[src/rtl/output_fm_drain.sv]
// Drains a finished output feature-map tile from four rotating bank buffers into the output FIFO.
// Reads are issued one per cycle while a 2-entry skid buffer can still absorb the returning data.
module output_fm_drain #(
  parameter int unsigned AW = 16,
  parameter int unsigned DW = 32,
  parameter int unsigned Tm = 16,
  parameter int unsigned Tr = 16,
  parameter int unsigned Tc = 16,
  parameter int unsigned X  = 4
) (
  input  logic          clk,
  input  logic          rst,
  input  logic          out_fm_store_start,
  output logic          out_fm_store_done,
  output logic          out_fm_store_busy,
  input  logic          conv_tile_reset,
  output logic          rd_ena,
  output logic [AW-1:0] rd_addr,
  input  logic [DW-1:0] rd_data0,
  input  logic [DW-1:0] rd_data1,
  input  logic [DW-1:0] rd_data2,
  input  logic [DW-1:0] rd_data3,
  output logic [DW-1:0] out_fm_fifo_data,
  output logic          out_fm_fifo_push,
  input  logic          out_fm_fifo_full
);

  localparam int unsigned Slice = Tr * Tc;
  localparam int unsigned Size  = Tm * Slice;
  localparam int unsigned CW    = $clog2(Size + 1);
  localparam int unsigned SW    = (Slice > 1) ? $clog2(Slice) : 1;

  typedef enum logic [1:0] {StIdle, StBusy, StDone} state_e;

  state_e          state_q, state_d;
  logic [CW-1:0]   issued_q, issued_d;
  logic [CW-1:0]   pushed_q, pushed_d;
  logic [SW-1:0]   off_q, off_d;
  logic [1:0]      bank_q, bank_d;
  logic [AW-1:0]   base_q, base_d;
  logic            inflight_q, inflight_d;
  logic [1:0]      rbank_q, rbank_d;
  logic [1:0]      occ_q, occ_d;
  logic [DW-1:0]   skid0_q, skid0_d;
  logic [DW-1:0]   skid1_q, skid1_d;

  logic            pop;
  logic            issue;
  logic [2:0]      level;
  logic [DW-1:0]   in_data;

  // Level the skid will hold next cycle before any new issue lands.
  assign pop   = (occ_q != 2'd0) && !out_fm_fifo_full;
  assign level = {1'b0, occ_q} + {2'b0, inflight_q} - {2'b0, pop};
  assign issue = (state_q == StBusy) && (issued_q < CW'(Size)) && (level < 3'd2);

  assign rd_ena            = issue;
  assign rd_addr           = issue ? (base_q + AW'(off_q)) : '0;
  assign out_fm_fifo_push  = pop;
  assign out_fm_fifo_data  = skid0_q;
  assign out_fm_store_done = (state_q == StDone);
  assign out_fm_store_busy = (state_q != StIdle);

  always_comb begin
    in_data = rd_data0;
    unique case (rbank_q)
      2'd0: in_data = rd_data0;
      2'd1: in_data = rd_data1;
      2'd2: in_data = rd_data2;
      2'd3: in_data = rd_data3;
      default: in_data = rd_data0;
    endcase
  end

  always_comb begin
    state_d    = state_q;
    issued_d   = issued_q;
    pushed_d   = pushed_q;
    off_d      = off_q;
    bank_d     = bank_q;
    base_d     = base_q;
    occ_d      = occ_q;
    skid0_d    = skid0_q;
    skid1_d    = skid1_q;
    inflight_d = issue;
    rbank_d    = bank_q;

    if (state_q == StBusy) begin
      if (issue) begin
        issued_d = issued_q + CW'(1);
        if (off_q == SW'(Slice - 1)) begin
          off_d  = '0;
          bank_d = bank_q + 2'd1;
          // Wrapping from the last bank moves every bank to its next slice.
          if (bank_q == 2'(X - 1)) begin
            base_d = base_q + AW'(Slice);
          end
        end else begin
          off_d = off_q + SW'(1);
        end
      end
      if (pop) begin
        pushed_d = pushed_q + CW'(1);
      end
    end else begin
      issued_d = '0;
      pushed_d = '0;
      off_d    = '0;
      bank_d   = '0;
      base_d   = '0;
    end

    if (pop) begin
      skid0_d = skid1_q;
      occ_d   = occ_q - 2'd1;
    end
    if (inflight_q) begin
      if (occ_d == 2'd0) begin
        skid0_d = in_data;
      end else begin
        skid1_d = in_data;
      end
      occ_d = occ_d + 2'd1;
    end

    unique case (state_q)
      StIdle: if (out_fm_store_start) state_d = StBusy;
      StBusy: if (pushed_d == CW'(Size)) state_d = StDone;
      StDone: state_d = StIdle;
      default: state_d = StIdle;
    endcase

    if (conv_tile_reset) begin
      state_d    = StIdle;
      issued_d   = '0;
      pushed_d   = '0;
      off_d      = '0;
      bank_d     = '0;
      base_d     = '0;
      occ_d      = '0;
      skid0_d    = '0;
      skid1_d    = '0;
      inflight_d = 1'b0;
      rbank_d    = '0;
    end
  end

  always_ff @(posedge clk or negedge rst) begin
    if (!rst) begin
      state_q    <= StIdle;
      issued_q   <= '0;
      pushed_q   <= '0;
      off_q      <= '0;
      bank_q     <= '0;
      base_q     <= '0;
      inflight_q <= 1'b0;
      rbank_q    <= '0;
      occ_q      <= '0;
      skid0_q    <= '0;
      skid1_q    <= '0;
    end else begin
      state_q    <= state_d;
      issued_q   <= issued_d;
      pushed_q   <= pushed_d;
      off_q      <= off_d;
      bank_q     <= bank_d;
      base_q     <= base_d;
      inflight_q <= inflight_d;
      rbank_q    <= rbank_d;
      occ_q      <= occ_d;
      skid0_q    <= skid0_d;
      skid1_q    <= skid1_d;
    end
  end

endmodule

[config.mk]
export PLATFORM = sky130hd
export DESIGN_NAME = output_fm_drain
export DESIGN_NICKNAME = d
export VERILOG_FILES = /design/src/rtl/output_fm_drain.sv
export SDC_FILE = /design/constraint.sdc
export NUM_CORES = 1
export LEC_CHECK = 0
export BUFFER_PORTS_ARGS = -buffer_cell sky130_fd_sc_hd__buf_2
export CAP_MARGIN = 20
export CORE_MARGIN = 3
export CORE_UTILIZATION = 45
export CTS_CLUSTER_SIZE = 40
export DETAILED_ROUTE_END_ITERATION = 16
export PLACE_DENSITY = 0.74
export SLEW_MARGIN = 10
export SYNTH_ARGS = -nofsm -noshare
export SYNTH_HDL_FRONTEND = slang
export SYNTH_SLANG_ARGS = --single-unit
[constraint.sdc]
create_clock -name clk -period 3.8 [get_ports clk]
set_input_delay 0.19 -clock clk [delete_from_list [all_inputs] [get_ports clk]]
set_output_delay 0.19 -clock clk [all_outputs]
set_load 0.02 [all_outputs]
Yosys cells after proc, flatten, opt, wreduce, memory -nomap -nowiden
Index checks and enable logic that the tools add are counted.
Storage, ports and cells
  output and inout bits: 52
  bits of input ports: 133
  logic and storage cells: 88
  bits in registers: 123
Operators by class
  equal/unequal tests: 14
  $lt $le $gt $ge: 2
  add/subtract/negate cells: 10
  reductions and logical operators: 14
  muxes and demuxes: 37
Operators with widths (number)
  2-to-1 mux 32 bit: 7
  case mux 32 bit (4 select lines): 1
  2-to-1 mux 16 bit: 6
  2-to-1 mux 13 bit: 6
  2-to-1 mux 8 bit: 4
  adder 13 x 1 -> 13 bit, second input constant: 2
  2-to-1 mux 2 bit: 11
  adder 16 x 8 -> 16 bit: 1
  adder 16 x 9 -> 16 bit, second input constant: 1
  equality test 13 bit, second input constant: 1
  < comparator 13 bit, second input constant: 1
  != test 3 x 2 -> 1 bit, second input constant: 3
  adder 8 x 1 -> 8 bit, second input constant: 1
  equality test 2 bit, second input constant: 4
  equality test 8 bit, second input constant: 1
  zero test 2 bit: 3
  != test 3 bit, second input constant: 2
  AND reduction 2 bit: 3
  nonzero test 2 bit: 3
  adder 2 x 1 -> 2 bit, second input constant: 2
  equality test 2 x 1 -> 1 bit, second input constant: 2
  case mux 2 bit (2 select lines): 1
  adder 2 x 1 -> 3 bit: 1
  logical AND 1 bit: 3
  other kinds (7): 7

Longest topological paths before layout
Gate-level depths: netlist of run 1.
  depth in word-level cells: 8
  gate-level depth with buffers: 19
  mapped depth without buffers: 14

Worst setup path after synthesis of run 1
OpenSTA, ideal clock, no wires.
  kind: register to register
  start: reg occ_q[1]
  end: reg base_q[13]
  library setup time: 139 ps
  cell stages (with the launch flop): 19
  path buffers: 4
  period minus slack after synthesis: 3790 ps
  arrival time: 3651 ps
  setup slack: 10 ps
  required time: 3661 ps
  cells stage by stage: dfrtp_1 > inv_1 > ha_1 > or2_2 > buf_2 > inv_2 > buf_2 > buf_2 > xnor2_1 > ha_1 > inv_1 > fa_1 > and4bb_2 > clkbuf_1 > nand2_1 > inv_1 > nand3_1 > o311ai_0 > o31ai_1
Between the ends
  word-level cells in the longest chain between the ends: 7
  elaborated cells on any way between the ends: 8
  those cells by class: add/sub: 2; order compare: 1; eq/ne: 1; reduce/logical: 4
RTL lines
  start, declared: RTL line 43  | logic [1:0] occ_q, occ_d;
  start signal, assigned: RTL line 158  | occ_q <= '0;
  start signal, assigned: RTL line 170  | occ_q <= occ_d;
  nonzero test 2 bit: RTL line 53  | assign pop = (occ_q != 2'd0) && !out_fm_fifo_full;
  logical AND 1 bit: RTL line 53
  named net out_fm_fifo_push: RTL line 24  | output logic out_fm_fifo_push,
  subtractor 3 x 1 -> 3 bit: RTL line 54  | assign level = {1'b0, occ_q} + {2'b0, inflight_q} - {2'b0, pop};
  < comparator 3 x 2 -> 1 bit: RTL line 55  | assign issue = (state_q == StBusy) && (issued_q < CW'(Size)) && (level < 3'd2);
  logical AND 1 bit: RTL line 55
  != test 3 bit (no source line)
  AND reduction 3 bit (no source line)
  end signal, assigned: RTL line 167  | base_q <= base_d;
  end, declared: RTL line 40  | logic [AW-1:0] base_q, base_d;
The timed path passes the listed nets, and every way through them passes these cells.
A chain may end at the register's enable or synchronous reset.

Final worst setup path of run 1
  start: reg occ_q[1]
  end: out rd_addr[10]
Between the ends
  word-level cells in the longest chain between the ends: 6
  elaborated cells on any way between the ends: 7
  those cells by class: add/sub: 2; order compare: 1; mux: 1; reduce/logical: 3
RTL lines
  branches (longest 2 deep; another with adder 2 x 1 -> 3 bit)
  subtractor 3 x 1 -> 3 bit *: RTL line 54
  < comparator 3 x 2 -> 1 bit *: RTL line 55
  logical AND 1 bit *: RTL line 55
  2-to-1 mux 16 bit *: RTL line 58  | assign rd_addr = issue ? (base_q + AW'(off_q)) : '0;
  end, declared: RTL line 18  | output logic [AW-1:0] rd_addr,
Mark *: on every way between the ends.

==> results of run 1 <==
-- logic make-up after synthesis --
| family | after synthesis |
|---|---|
| AOI/OAI and AO/OA | 107 |
| DFF | 115 |
| xor gates and xnor gates | 28 |
| adders and majority gates | 9 |
| buffers and inverters | 57 |
| muxes | 34 |
| and+or+nand+nor | 264 |
-- metrics by stage --
| step | setup WS [ns] | hold slack [ns] | instances |
|---|---|---|---|
| after floorplan | 0.00992 | -0.106 | 614 |
| after global placement | 0.497 | 0.304 | 944 |
| after detailed placement | 0.332 | 0.316 | 945 |
| after CTS | 0.139 | 0.181 | 978 |
| after global routing | 0.0419 | 0.230 | 979 |
| final | 0.223 | 0.201 | 979 |
-- state kept, by name, indices dropped and copies added (netlist names) --
signal / flops
bank_q: 2
base_q: 8
inflight_q: 1
issued_q: 13
occ_q: 2
off_q: 8
out_fm_fifo_data: 32
pushed_q: 13
rbank_q: 2
skid1_q: 32
state_q: 2
-- report_power, final --
part | total, mW | switching [mW] | internal, mW | leakage [nW]
logic | 1.16 | 0.746 | 0.410 | 1.89
clock network | 1.68 | 0.540 | 1.14 | 0.314
registers | 1.48 | 0.105 | 1.37 | 1.59
-- critical path, cell delays in order (launching register included) --
cell	delay [ns]
dfrtp_1	0.42
inv_1	0.06
ha_1	0.24
or2_2	0.33
inv_2	0.08
xnor2_1	0.15
ha_1	0.19
inv_1	0.05
fa_1	0.47
and4bb_4	0.37
nand2_1	0.10
buf_4	0.19
nor2_1	0.14
buf_2	0.19
-- synth_stat cells (2+ instances only) --
cell and n:
a21oi_1 16, a22o_1 32, a311oi_1 33, a31oi_1 2, and2_1 3, and3_1 22
and4_1 3, and4bb_2 2, buf_1 5, buf_2 9, clkbuf_1 30, dfrtp_1 115
ha_1 8, inv_1 12, mux2i_1 2, mux4_2 32, nand2_1 94, nand3_1 17
nand4_1 7, nor2_1 79, nor2b_1 5, nor3_1 9, nor3b_1 2, nor4_1 4
o2111ai_1 2, o211ai_1 2, o21a_1 2, o21ai_0 4, o21bai_1 2, o311ai_0 2
or2_2 3, or3_1 5, xnor2_1 14, xor2_1 13
-- repair_timing --
item / CTS / global route
resized for setup: 0 / 1
buffers inserted: 0 / 0
endpoints found under the setup margin: 0 / 2
hold endpoints to repair: 59 / 0
hold buffers: 1 / 0
-- area by class of cell --
cell class	instances	area, um2
fillers	1132	5370
multi-input cells	442	3210
flip-flops and latches	115	2880
repair buffers	201	1100
clock buffers	22	474
well taps	176	220
clock inverters	10	154
inverters	13	48.8
-- routing by layer --
metal  vias to the layer above  global-route usage (%)
li1                       2608                       -
met2                       260                    39.4
met5                         -                       0
met1                      2789                    28.9
met4                         0                    8.06
met3                        34                    6.00
-- worst max path at each step --
stage / to / slack [ns] / cells after the start
3_3_place_gp: base_q[14]$_DFFE_PN0P_ / 0.50 / 13
5_1_grt: rd_addr[10] / 0.04 / 13
6_report: rd_addr[10] / 0.22 / 13
3_5_place_dp: base_q[14]$_DFFE_PN0P_ / 0.33 / 13
2_1_floorplan: base_q[13]$_DFFE_PN0P_ / 0.01 / 18
4_1_cts: rd_addr[10] / 0.14 / 13
==> impl_results.md, run 1 <==
- Clock Tree Buf Depth: 2
- Core area: 0.0135 mm2
- Gr ovfl total: 0
- Crit-path max FO: 18
- Worst Skew: 0.0172 ns
- Initial antenna violation count: 0
- Count of input and output buffers: 184
- Seq/Total Area, Yosys: 45.6%
- Min-delay src: out_fm_store_start
- All-Layer GR Usage: 23.2%
- Synth warn: 0
- Most frequent cells in the layout: buf_2, dfrtp_1, nand2_1
- Fmax: 0.280 GHz
- Largest family of logic cells by synthesized area: simple AND/OR/NAND/NOR gates
- Final instance area: 0.00809 mm2
- Seq cells post-synth: 115
- Worst vdd ir: 0.000380 V
- Top_reg_cell synth: dfrtp_1
- XOR/XNOR Fraction of Synth Area: 4.01%
- Synth Area in Simple Gates: 19.6%
- Later-pin clock latency in the skew report: 0.41 ns
- # IOs: 185
- Synth area leader: dfrtp_1
- H-tree depth: 4
- DR pass1 iterations: 5
- M1 WL: 7130 um
- Worst path required time: 3.61 ns
- Worst hold path type: in -> reg
- TritonCTS clock tree: built
- Compound-Gate Fraction of Synth Area: 13.5%
- Crit path time final: 3.58 ns
- Final period utilization: 94.1%
- Root buffer cell: clkbuf_16
- Worst-case reg-to-reg path depth: 13
- Placement Cell Area: 0.00743 mm2
- Worst rel slew slack: 29.1%
- Metal2 WL: 9020 um
- Syn Nets: 756
- HPWL after detailed placement: 12500 um
- Die H: 124 um
- Initial Util: 46.9%
- Setup tns final: 0 ns
- Ant. Diodes: 0
- Synth top area cells: dfrtp_1, mux4_2, nand2_1, nor2_1, a311oi_1
- Via density: 5.81
- Worst Hold Depth: 4
- CP Data Arrival Time: 3.39 ns
- Post-Synthesis Cells: 614
- Mapped cell area: 0.00631 mm2
- # nets final: 932
- FP Rows: 42
- Total power: 4.32 mW
- Startpoint Class: flop
- PD cells: 534 mW/mm2
- Largest net degree at the start of global routing: 62
- Netlist cell types: 56
- Max-slew violation count: 0
- Leak Pwr: 3.79 nW
- Critical setup path kind: reg -> out
- Hold EP: state_q[0]$_DFFE_PN0P_
- Fin. Hold Viols: 0
- First-pass GRT wire length: 29300 um
- Worst-path clk slew: 0.05 ns
- Core Util, Final: 60.1%
- Post-synthesis mux area share: 11.7%
- Area grow syn2layout: 28.3%
- CTS sink count: 115
- Worst R2R Setup Slack: 0.37 ns
- DIE AREA: 0.0155 mm2
- RD Place Congestion: 0.863
- Most common cell after layout, fill and taps aside: buf_2
- Adder-Cell Fraction of Synth Area: 1.90%
- MaxCap Viol Count: 0
- Post-DRT Antenna Nets: 0
- EDFF count, synth: 0
- Share of layout cells above drive strength 1: 34.5%
- Worst r2r src: occ_q[1]$_DFF_PN0_
- Reg-to-Reg End: base_q[14]$_DFFE_PN0P_
- Crit. End Element: primary output
- Number of global-route vias before repair: 5913
- Setup-failing EPs final: 0
- Wire per inst: 18.2 um
- Yosys top cell area share: 45.6%
- Slew of the pin with the lowest slew margin: 1.06 ns
- Worst setup path start: occ_q[1]$_DFF_PN0_
- Synth async-reset ratio: 100%
- DRT iter0 DRCs: 355
- RSZ-0062 raised after global routing: false
- Residual DRC: 0
- Num CTS Buffers: 17
- Outcome: finished, final reports clean
- WL met3: 1290 um
- Highest Signal Layer: met4
- Total wire length: 17800 um
- Die span in x: 124 um
- Routed vias: 5691
- Syn_area_per_cell: 10.3 um2
Power figures use the tool's default switching activity.
==> run 2: changes to the inputs <==
==> constraint.sdc (replaced) <==
create_clock -name clk -period 3.8 [get_ports clk]
set_input_delay 0.19 -clock clk [delete_from_list [all_inputs] [get_ports clk]]
set_output_delay 0.19 -clock clk [all_outputs]
set_load 0.1 [all_outputs]
==> impl_results.md, run 2 (synthesis results as in run 1) <==
- Most frequent cells in the layout: buf_2, dfrtp_1, nand2_1
- Setup WS pre-CTS: 0.348 ns
- Worst R2R Setup Slack: 0.38 ns
- Num CTS Buffers: 17
- Crit. End Element: primary output
- Later-pin clock latency in the skew report: 0.40 ns
- All-Layer GR Usage: 22.9%
- CTS sink count: 115
- Count of input and output buffers: 184
- Worst-path clk slew: 0.05 ns
- Highest Signal Layer: met4
- WL met3: 1060 um
- Worst rel slew slack: 29.2%
- Metal2 WL: 8640 um
- Final period utilization: 93.6%
- Number of global-route vias before repair: 5902
- Worst vdd ir: 0.000424 V
- RD Place Congestion: 0.863
- Residual DRC: 0
- CP Data Arrival Time: 3.37 ns
- Initial antenna violation count: 1
- Gr ovfl total: 0
- Critical setup path kind: reg -> out
- FP Rows: 42
- Total wire length: 17400 um
- Crit path time final: 3.56 ns
- Routed vias: 5660
- Post-DRT Antenna Nets: 0
- Initial Util: 46.9%
- # nets final: 929
- First-pass GRT wire length: 29200 um
- Die H: 124 um
- # IOs: 185
- Area grow syn2layout: 31.3%
- Share of layout cells above drive strength 1: 35.3%
- DR pass1 iterations: 5
- Leak Pwr: 3.78 nW
- TritonCTS clock tree: built
- Min-delay src: out_fm_store_start
- PD cells: 589 mW/mm2
- Startpoint Class: flop
- Crit-path max FO: 18
- Outcome: finished, final reports clean
- Clock Tree Buf Depth: 2
- Post-CTS setup buffer count: 0
- Worst setup path start: occ_q[1]$_DFF_PN0_
- DIE AREA: 0.0155 mm2
- MaxCap Viol Count: 0
- Root buffer cell: clkbuf_16
- Via density: 5.80
- M1 WL: 7190 um
- Largest net degree at the start of global routing: 59
- H-tree depth: 4
- HPWL after detailed placement: 12300 um
- Worst path required time: 3.61 ns
- Final Worst Setup Slack: 0.242 ns
- Most common cell after layout, fill and taps aside: buf_2
- Worst r2r src: occ_q[1]$_DFF_PN0_
- Worst Skew: 0.00554 ns
- Fmax: 0.281 GHz
- Wire per inst: 17.9 um
- Slew of the pin with the lowest slew margin: 1.06 ns
- Fin. Hold Viols: 0
- RSZ-0062 raised after global routing: false
- Total power: 4.87 mW
- DRT iter0 DRCs: 394
- Worst hold path type: in -> reg
- Max-slew violation count: 0
- Setup-failing EPs final: 0
- Setup tns final: 0 ns
- Core area: 0.0135 mm2
- Die span in x: 124 um
run 2: final cells by class:
type,instances,area [um2]
flip-flops and latches,115,2880
fillers,1140,5170
repair buffers,198,1300
well taps,176,220
multi-input cells,442,3240
inverters,13,48.8
diodes,1,2.50
clock buffers,26,489
clock inverters,5,100
run 2: per-layer routing:
layer | GRT usage (%) | vias up
met1 | 28.5 | 2761
met2 | 38.1 | 254
met4 | 11.2 | 0
met3 | 4.63 | 44
li1 | - | 2601
met5 | 0 | -
run 2: where the power goes:
part,switching (mW),internal (mW)
logic,1.38,0.420
clock network,0.517,1.08
registers,0.105,1.37
total,2.00,2.87
run 2: worst paths after layout:
kind | end | depth (start not counted)
max | rd_addr[10] | 13
min | state_q[0]$_DFFE_PN0P_ | 4
max reg2reg | base_q[14]$_DFFE_PN0P_ | 13
min reg2reg | skid1_q[24]$_DFFE_PN0P_ | 1
max in group asynchronous | base_q[15]$_DFFE_PN0P_ | 3
min in group asynchronous | off_q[4]$_DFFE_PN0P_ | 2
run 2: through the flow:
step           hold WS (ns)  std cells  util, %  instance area [um2]
3_3_place_gp          0.288        942     56.9                 7660
5_1_grt               0.201        976     61.6                 8280
4_1_cts               0.158        974     61.4                 8260
3_5_place_dp          0.297        942     56.9                 7660
6_report              0.179        976     61.6                 8280
2_1_floorplan        -0.106        614        -                 6350
run 2: critical path, cell delays in order (launching register included):
cell,delay (ns)
dfrtp_1,0.42
inv_1,0.08
ha_1,0.23
or2_2,0.33
inv_2,0.08
xnor2_1,0.15
ha_1,0.19
inv_1,0.05
fa_1,0.47
and4bb_4,0.36
nand2_1,0.10
buf_4,0.20
nor2_4,0.14
buf_12,0.18
run 2: what timing repair did:
item                                   CTS  global route
setup endpoints to repair                0             2
gates resized for setup                  0             1
endpoints found under the hold margin   56             0
hold buffers                             1             0
==> run 3: changes to the inputs <==
--- a/config.mk
+++ b/config.mk
@@ -8,10 +8,10 @@
 export BUFFER_PORTS_ARGS = -buffer_cell sky130_fd_sc_hd__buf_2
 export CAP_MARGIN = 20
 export CORE_MARGIN = 3
-export CORE_UTILIZATION = 45
-export CTS_CLUSTER_SIZE = 40
+export CORE_UTILIZATION = 35
+export CTS_BUF_LIST = sky130_fd_sc_hd__clkbuf_16
+export CTS_CLUSTER_SIZE = 30
 export DETAILED_ROUTE_END_ITERATION = 16
-export PLACE_DENSITY = 0.74
 export SLEW_MARGIN = 10
 export SYNTH_ARGS = -nofsm -noshare
 export SYNTH_HDL_FRONTEND = slang
==> impl_results.md, run 3 (synthesis results as in run 1) <==
- Outcome: finished, final reports clean
- TritonCTS clock tree: built
- Critical Path Max Stage Delay: 0.48 ns
- PD cells: 567 mW/mm2
- Worst Hold Depth: 4
- Fmax: 0.284 GHz
- Most frequent cells in the layout: buf_2, dfrtp_1, nand2_1
- Post-DRT Antenna Nets: 0
- Worst rel slew slack: 39.3%
- Slew of the pin with the lowest slew margin: 0.911 ns
- Met1 Usage GRT: 24.0%
- Fin. Hold Viols: 0
- CP Data Arrival Time: 3.33 ns
- RSZ-0062 raised after global routing: false
- GRT busiest layer: met2
- Setup-failing EPs final: 0
- Residual DRC: 0
- H-tree depth: 4
- # nets final: 932
- Post-CTS setup buffer count: 0
- Gr ovfl total: 0
- Number of fill cells: 1626
- Setup WS pre-CTS: 0.388 ns
- Most common cell after layout, fill and taps aside: buf_2
- Area grow syn2layout: 31.4%
- Num CTS Buffers: 17
- Crit-path max FO: 9
- DIE AREA: 0.0197 mm2
- Worst R2R Setup Slack: 0.36 ns
- CTS sink count: 115
- Share of layout cells above drive strength 1: 35.7%
- Leak Pwr: 3.77 nW
- First-pass GRT wire length: 28400 um
- Die span in x: 140 um
- Via density: 5.31
- Grt met3 use: 4.61%
- Routed vias: 5450
- DRT iter0 DRCs: 246
- Worst path required time: 3.61 ns
- Critical path's slowest cell: fa_1
- Core area: 0.0175 mm2
- MaxCap Viol Count: 0
- Crit. End Element: primary output
- Crit path time final: 3.52 ns
- Die H: 140 um
- Reg-to-Reg End: base_q[14]$_DFFE_PN0P_
- Initial antenna violation count: 0
- Critical setup path kind: reg -> out
- Count of input and output buffers: 184
- Min-delay src: out_fm_store_start
- Worst-case reg-to-reg path depth: 14
- Cts hold-fix bufs: 1
- # IOs: 185
- Worst r2r src: occ_q[1]$_DFF_PN0_
- Initial Util: 36.1%
- Core Util, Final: 47.4%
- FF/Latch Area: 0.00288 mm2
- Final Worst Setup Slack: 0.281 ns
- Setup tns final: 0 ns
- Worst vdd ir: 0.000445 V
- HPWL after detailed placement: 11800 um
- Final period utilization: 92.6%
- DR pass1 iterations: 5
- Worst-path cell chain: inv_1, ha_1, or2_2, inv_2, xnor2_1, ha_1, inv_1, fa_1, and4bb_2, nand2_1, inv_1, buf_4, buf_12
- Area occupied by multi-input gates: 0.00323 mm2
- Clock Tree Buf Depth: 2
- Met2 GRT Util: 28.5%
- Max-slew violation count: 0
- Worst Skew: 0.0108 ns
- Worst-path clk slew: 0.05 ns
- All-Layer GR Usage: 17.9%
- Ant. Diodes: 0
- Total wire length: 17400 um
- Number of global-route vias before repair: 5563
- Cell mode on critical path: inv_1
- PostCTS Resize Cnt: 0
- Largest net degree at the start of global routing: 71
- Wire per inst: 16.9 um
- Startpoint Class: flop
- Hold EP: state_q[0]$_DFFE_PN0P_
- Worst hold path type: in -> reg
- RD Place Congestion: 0.792
- Root buffer cell: clkbuf_16
- Later-pin clock latency in the skew report: 0.41 ns
- FP Rows: 48
run 3: cell types whose count changed in the layout (fill, tap and decap cells not counted), sizes merged:
cell	delta
clkinvlp	+1
inv	+1
clkinv	+9
buf	+3
bufinv	-2
clkbuf	-9
diode	-1
run 3: area by class of cell:
| type | count | share of cell area (%) |
|---|---|---|
| Clock buffer | 17 | 5.13 |
| Inverter | 13 | 0.589 |
| Multi-Input combinational cell | 442 | 39.0 |
| Tap cell | 225 | 3.40 |
| Timing Repair Buffer | 201 | 15.9 |
| Clock inverter | 14 | 1.19 |
| Sequential cell | 115 | 34.7 |
run 3: critical path: cells and delay by family, from the launching register on:
kind / cells / cell delay (ns)
flops: 1 / 0.42
xor+xnor: 1 / 0.15
buf+inv: 6 / 0.81
fa+ha+maj: 3 / 0.91
simple gates: 3 / 0.64
run 3: per-layer routing:
metal,up-vias,share of wire [%]
li1,2602,-
met1,2620,46
met2,204,46
met3,24,6.3
met4,0,1.3
met5,-,0
run 3: worst max-delay path by stage:
stage | startpoint | end | slack (ns) | cells past startpoint
after CTS | occ_q[1]$_DFF_PN0_ | rd_ena | 0.26 | 13
final | occ_q[1]$_DFF_PN0_ | rd_ena | 0.28 | 13
after global routing | occ_q[1]$_DFF_PN0_ | base_q[15]$_DFFE_PN0P_ | 0.04 | 14
after detailed placement | occ_q[1]$_DFF_PN0_ | base_q[14]$_DFFE_PN0P_ | 0.39 | 14
after global placement | occ_q[1]$_DFF_PN0_ | base_q[14]$_DFFE_PN0P_ | 0.51 | 14
after floorplan | occ_q[1]$_DFF_PN0_ | rd_addr[10] | 0.08 | 16
run 3: report_power, final:
part           switching (mW)  internal [mW]  leakage (nW)  total (mW)
clock network           0.552          0.875         0.263        1.43
registers               0.100           1.37          1.59        1.47
logic                    1.38          0.423          1.91        1.80
run 3: metrics by stage:
step	hold WS, ns	power (mW)	cell area, um2	std cells
floorplan	-0.106	2.84	6350	614
global placement	0.379	3.27	7730	994
detailed placement	0.383	3.30	7730	994
CTS	0.205	4.75	8270	1026
global route	0.224	4.93	8290	1027
finish	0.226	4.70	8290	1027
